==> src/rtl/prng_health_monitor.sv <==
// prng_health_monitor: continuous repetition-count and adaptive-proportion
// health tests on a random sample stream. Passing samples are buffered in a
// first-word-fall-through FIFO; any test failure raises a sticky alarm and
// blocks the stream until clear_alarm starts a new warm-up epoch.
module prng_health_monitor #(
  parameter int WIDTH      = 16,
  parameter int FIFO_DEPTH = 8,
  parameter int RCT_CUTOFF = 4,
  parameter int APT_WINDOW = 64,
  parameter int APT_CUTOFF = 8,
  parameter int WARMUP     = 16
) (
  input  logic                          clk,
  input  logic                          rst,
  input  logic [WIDTH-1:0]              sample_in,
  input  logic                          sample_valid,
  input  logic                          clear_alarm,
  output logic [WIDTH-1:0]              out_data,
  output logic                          out_valid,
  input  logic                          out_ready,
  output logic [$clog2(FIFO_DEPTH):0]   fifo_level,
  output logic                          rct_fail,
  output logic                          apt_fail,
  output logic [1:0]                    state,
  output logic [15:0]                   drop_count
);

  localparam int AW = $clog2(FIFO_DEPTH);
  localparam int LW = AW + 1;
  localparam int RW = $clog2(RCT_CUTOFF + 1);
  localparam int MW = $clog2(APT_CUTOFF + 1);
  localparam int WW = $clog2(APT_WINDOW);
  localparam int CW = $clog2(WARMUP + 1);

  localparam logic [RW-1:0] RCT_MAX   = RW'(RCT_CUTOFF);
  localparam logic [MW-1:0] APT_MAX   = MW'(APT_CUTOFF);
  localparam logic [WW-1:0] W_LAST    = WW'(APT_WINDOW - 1);
  localparam logic [CW-1:0] WARM_LAST = CW'(WARMUP - 1);
  localparam logic [LW-1:0] LVL_FULL  = LW'(FIFO_DEPTH);

  typedef enum logic [1:0] {
    ST_WARMUP = 2'b00,
    ST_RUN    = 2'b01,
    ST_ALARM  = 2'b10
  } state_t;

  state_t           st;
  logic [WIDTH-1:0] prev;
  logic             prev_vld;
  logic [RW-1:0]    rep;
  logic [WIDTH-1:0] apt_ref;
  logic [MW-1:0]    match;
  logic [WW-1:0]    w;
  logic [CW-1:0]    warm_cnt;

  logic [WIDTH-1:0] mem [FIFO_DEPTH];
  logic [AW-1:0]    wr_ptr, rd_ptr;
  logic [LW-1:0]    level;

  logic [RW-1:0]    rep_nxt;
  logic [WIDTH-1:0] ref_nxt;
  logic [MW-1:0]    match_nxt;
  logic [WW-1:0]    w_nxt;
  logic             accept, rct_trip, apt_trip, trip;
  logic             full, pop, pass_run, push, drop;

  assign state      = st;
  assign fifo_level = level;
  assign out_valid  = (level != '0);
  assign out_data   = out_valid ? mem[rd_ptr] : '0;
  assign full       = (level == LVL_FULL);
  assign pop        = out_valid && out_ready;

  // clear_alarm blocks acceptance in every state so the clearing edge never
  // consumes a sample
  assign accept = sample_valid && (st != ST_ALARM) && !clear_alarm;

  // Next values of both health tests for the sample currently presented
  always_comb begin
    rep_nxt   = RW'(1);
    ref_nxt   = apt_ref;
    match_nxt = match;
    if (prev_vld && (sample_in == prev))
      rep_nxt = (rep == RCT_MAX) ? rep : rep + 1'b1;
    if (w == '0) begin
      ref_nxt   = sample_in;
      match_nxt = MW'(1);
    end else if (sample_in == apt_ref) begin
      match_nxt = match + 1'b1;
    end
    w_nxt = (w == W_LAST) ? '0 : w + 1'b1;
  end

  assign rct_trip = accept && (rep_nxt == RCT_MAX);
  assign apt_trip = accept && (match_nxt == APT_MAX);
  assign trip     = rct_trip || apt_trip;
  assign pass_run = accept && !trip && (st == ST_RUN);
  assign push     = pass_run && (!full || pop);
  assign drop     = pass_run && full && !pop;

  // Mode FSM together with the test state it owns
  always_ff @(posedge clk) begin
    if (rst) begin
      st       <= ST_WARMUP;
      prev     <= '0;
      prev_vld <= 1'b0;
      rep      <= '0;
      apt_ref  <= '0;
      match    <= '0;
      w        <= '0;
      warm_cnt <= '0;
      rct_fail <= 1'b0;
      apt_fail <= 1'b0;
    end else begin
      case (st)
        ST_ALARM: begin
          if (clear_alarm) begin
            st       <= ST_WARMUP;
            prev_vld <= 1'b0;
            rep      <= '0;
            match    <= '0;
            w        <= '0;
            warm_cnt <= '0;
            rct_fail <= 1'b0;
            apt_fail <= 1'b0;
          end
        end
        default: begin
          if (accept) begin
            prev     <= sample_in;
            prev_vld <= 1'b1;
            rep      <= rep_nxt;
            apt_ref  <= ref_nxt;
            match    <= match_nxt;
            w        <= w_nxt;
            if (trip) begin
              rct_fail <= rct_fail | rct_trip;
              apt_fail <= apt_fail | apt_trip;
              st       <= ST_ALARM;
            end else if (st == ST_WARMUP) begin
              warm_cnt <= warm_cnt + 1'b1;
              if (warm_cnt == WARM_LAST) st <= ST_RUN;
            end
          end
        end
      endcase
    end
  end

  // FIFO pointers and occupancy; a trip flushes everything on the same edge
  always_ff @(posedge clk) begin
    if (rst || trip) begin
      wr_ptr <= '0;
      rd_ptr <= '0;
      level  <= '0;
    end else begin
      if (push) wr_ptr <= wr_ptr + 1'b1;
      if (pop)  rd_ptr <= rd_ptr + 1'b1;
      level <= level + LW'(push) - LW'(pop);
    end
  end

  // FIFO storage; contents are don't-care while the slot is not occupied
  always_ff @(posedge clk) begin
    if (push) mem[wr_ptr] <= sample_in;
  end

  // Saturating count of RUN samples lost to a full FIFO
  always_ff @(posedge clk) begin
    if (rst)
      drop_count <= '0;
    else if (drop && (drop_count != 16'hFFFF))
      drop_count <= drop_count + 1'b1;
  end

endmodule

==> config.mk <==
export PLATFORM = sky130hd
export DESIGN_NAME = prng_health_monitor
export DESIGN_NICKNAME = d
export VERILOG_FILES = /design/src/rtl/prng_health_monitor.sv
export SDC_FILE = /design/constraint.sdc
export NUM_CORES = 1
export LEC_CHECK = 0
export CAP_MARGIN = 20
export CORE_MARGIN = 5
export CORE_UTILIZATION = 63
export CTS_CLUSTER_DIAMETER = 50
export DETAILED_ROUTE_END_ITERATION = 12
export PLACE_DENSITY = 0.84
export REMOVE_ABC_BUFFERS = 1
export SLEW_MARGIN = 20
export SYNTH_ARGS = -nofsm -noshare
export SYNTH_HDL_FRONTEND = slang
export SYNTH_SLANG_ARGS = --single-unit
==> constraint.sdc <==
create_clock -name clk -period 11.94 [get_ports clk]
set_input_delay 1.194 -clock clk [delete_from_list [all_inputs] [get_ports clk]]
set_output_delay 1.194 -clock clk [all_outputs]
set_load 0.05 [all_outputs]
==> results.sh <==
export IMPL_status="finished clean"
export IMPL_clk_latency_ps=480
export IMPL_setup_viol=0
export IMPL_yosys_area_share_simple_pct=12.5
export IMPL_syn_area_per_cell_um2=12.7
export IMPL_cts_hold_buf=0
export IMPL_die_area_um2=17100
export IMPL_grt_pass1_wl_um=30800
export IMPL_hp_class="reg -> reg"
export IMPL_critical_path_class="in -> reg"
export IMPL_internal_power_mw=1.37
export IMPL_core_um2=14400
export IMPL_muxShareOfSynthArea_pct=12.7
export IMPL_synth_edf_count=128
export IMPL_place_congestion=0.808
export IMPL_cts_sinks=212
export IMPL_path_clk_slew_ps=60
export IMPL_die_h_um=131
export IMPL_synth_xor_xnor_area_share_pct=3.73
export IMPL_ctsResizeCount=0
export IMPL_avgViaCountPerCell=6.04
export IMPL_grt_setup_unrepaired="false"
export IMPL_slew_violations=0
export IMPL_ys_seq_area_share_pct=60.3
export IMPL_wl_per_cell_um=19.5
export IMPL_synth_distinct_cells=53
export IMPL_comb_power_share_pct=26.8
export IMPL_postCtsSetupRepairBufs=0
export IMPL_num_vias=5870
export IMPL_ys_async_sr_fraction_pct=0
export IMPL_grt_pass1_vias=6051
export IMPL_worst_slew_pin_slew_ps=1100
export IMPL_netlist_instances=719
export IMPL_total_power_mw=1.97
export IMPL_antenna_found_initial=0
export IMPL_worstSetupEndpointType="register"
export IMPL_grt_usage_pct=22.8
export IMPL_relSlewSlack_pct=24.7
export IMPL_hold_viol=0
export IMPL_ys_flop_type="edfxtp_1"
export IMPL_clkPwrFrac_pct=31.5
export IMPL_cp_arrival_ps=5020
export IMPL_synth_area_um2=9170
export IMPL_drt_iter0_drc=333
export IMPL_clock_path_buffers=3
export IMPL_finalCriticalPeriod_ps=4930
export IMPL_dpl_cell_area_um2=9940
export IMPL_fin_skew_ps=14.2
export IMPL_cp_max_fo=16
export IMPL_period_share_pct=41.3
export IMPL_ys_warnings_count=0
export IMPL_io_buffer_count=61
export IMPL_switchingPower_mw=0.600
export IMPL_detail_route_antenna_nets=0
export IMPL_powerDensity_nw_per_um2=185
export IMPL_htreeDepth=1
export IMPL_pwr_share_seq_pct=41.7
export IMPL_start_util_pct=63.5
export IMPL_hold_slack_ps=467
export IMPL_cts_tree="yes"
export IMPL_hpwl_um=11800
export IMPL_p_sw_share_pct=30.5
export IMPL_crit_path_start_kind="input port"
export IMPL_gr_total_overflow=0
export IMPL_io_pin_count=62
export IMPL_syn2layout_area_growth_pct=15.6
export IMPL_final_cell_area_um2=10600
export IMPL_ys_seq_elements=212
export IMPL_synth_top_family_by_area="multiplexers"
export IMPL_leakagePower_nw=3.47
export IMPL_drc=0
export IMPL_drv_cap=0
export IMPL_required_ps=12030
export IMPL_final_util_pct=73.5
export IMPL_fillCellCount=928
export IMPL_cts_root_buf="clkbuf_16"
export IMPL_clock_fmax_ghz=0.203
export IMPL_wl_um=19000
export IMPL_synth_compound_area_share_pct=6.06
export IMPL_drive_gt1_share_pct=12.2
export IMPL_nets=811
export IMPL_final_setup_tns_ps=0
export IMPL_grt_max_degree=74
export IMPL_diodes=0
export IMPL_numCtsBuffers=21
export IMPL_synth_fa_ha_area_share_pct=2.27
export IMPL_fp_row_count=44
export IMPL_drt_pass1_iter_count=5
export IMPL_fp_dieW_um=131
export IMPL_max_vdd_ir_drop_uv=113
[cells by family after synthesis]
group | count (synthesis)
xor+xnor | 39
mux | 75
flops | 212
simple gates | 232
compound gates | 91
fa+ha+maj | 16
buf+inv | 54
[metrics by stage]
| step | setup WS, ps | cells |
|---|---|---|
| final | 7010 | 972 |
| after global routing | 6770 | 972 |
| after CTS | 7000 | 972 |
| after detailed placement | 6510 | 935 |
| after global placement | 6720 | 935 |
| after floorplan | 7140 | 682 |
[power groups by stage]
stage / registers (mW) / logic (mW) / clock network [mW]
2_1_floorplan: 0.869 / 0.332 / 0
3_3_place_gp: 0.834 / 0.518 / 0
3_5_place_dp: 0.835 / 0.529 / 0
4_1_cts: 0.820 / 0.534 / 0.630
5_1_grt: 0.823 / 0.564 / 0.660
6_report: 0.819 / 0.527 / 0.619
[final timing paths]
path	to	startpoint	slack, ps	cells past startpoint
min reg2reg	prev[0]$_SDFFE_PP0P_	prev[0]$_SDFFE_PP0P_	470	2
max	mem[7][5]$_DFFE_PP_	sample_in[10]	7010	7
min	prev[0]$_SDFFE_PP0P_	prev[0]$_SDFFE_PP0P_	470	2
max reg2reg	mem[7][5]$_DFFE_PP_	apt_ref[15]$_SDFFE_PP0P_	8160	6
[sequential cells by signal (all words and copies together), names as in the netlist, 3 cells and up, named ones only]
name,count
apt_ref,16
drop_count,16
fifo_level,4
match,4
mem,128
prev,16
rd_ptr,3
rep,3
w,6
warm_cnt,5
wr_ptr,3
[critical path, cell delays in order]
cell,delay [ps]
clkdlybuf4s50_1,780
xnor2_1,180
nand4_1,160
nor4_2,900
mux2i_1,500
nand4_1,340
nor2_2,930
[area by class of cell]
| cell class | count | area (um^2) | area share, % |
|---|---|---|---|
| clock buffer | 30 | 589 | 5.56 |
| clock inverter | 7 | 57.6 | 0.543 |
| inverter | 17 | 63.8 | 0.602 |
| multi-input combinational | 453 | 3460 | 32.7 |
| sequential | 212 | 5530 | 52.2 |
| tap | 184 | 230 | 2.17 |
| timing repair buffer | 69 | 666 | 6.28 |
[synthesized netlist by cell type, types with 3 or more instances]
| cell | count | share of area [%] |
|---|---|---|
| or3_1 | 4 | 0.27 |
| nand4_1 | 14 | 0.96 |
| mux2i_1 | 36 | 3.9 |
| and2_1 | 4 | 0.27 |
| nand2b_1 | 10 | 0.68 |
| mux4_2 | 32 | 7.9 |
| nand3_1 | 15 | 0.82 |
| a21o_1 | 3 | 0.25 |
| or4_1 | 12 | 0.98 |
| nor3_1 | 9 | 0.49 |
| a21oi_1 | 46 | 2.5 |
| nor4_1 | 8 | 0.55 |
| xor2_1 | 17 | 1.6 |
| nand2_1 | 54 | 2.2 |
| buf_2 | 4 | 0.22 |
| clkbuf_1 | 24 | 0.98 |
| dfxtp_1 | 84 | 18 |
| ha_1 | 15 | 2.0 |
| xnor2_1 | 22 | 2.1 |
| o21ai_0 | 10 | 0.55 |
| and3_1 | 6 | 0.41 |
| mux2_2 | 6 | 0.74 |
| o31ai_1 | 14 | 1.1 |
| a31oi_1 | 5 | 0.34 |
| inv_1 | 17 | 0.70 |
| nor2b_1 | 7 | 0.48 |
| buf_1 | 6 | 0.25 |
| edfxtp_1 | 128 | 42 |
| nor2_1 | 76 | 3.1 |
[metal layers]
metal  wire length, um  track usage [%]
met2             10100             41.5
met5                 0                0
met1              7590             28.6
met4               417             5.99
met3               841             3.33
[layout by cell type (no fill, tap or decap), types with 7 or more instances in the layout]
cell             netlist  layout
a21oi_1               46      46
buf_4                  2       8
clkbuf_16              0      21
clkdlybuf4s50_1        0      60
dfxtp_1               84      82
edfxtp_1             128     128
ha_1                  15      15
inv_1                 17      17
mux2i_1               36      36
mux4_2                32      32
nand2_1               54      54
nand2b_1              10      10
nand3_1               15      15
nand4_1               14      14
nor2_1                76      70
nor2b_1                7       7
nor3_1                 9       8
o21ai_0               10       9
o31ai_1               14      14
or4_1                 12      12
xnor2_1               22      22
xor2_1                17      17
(Power assumes the default switching activity.)
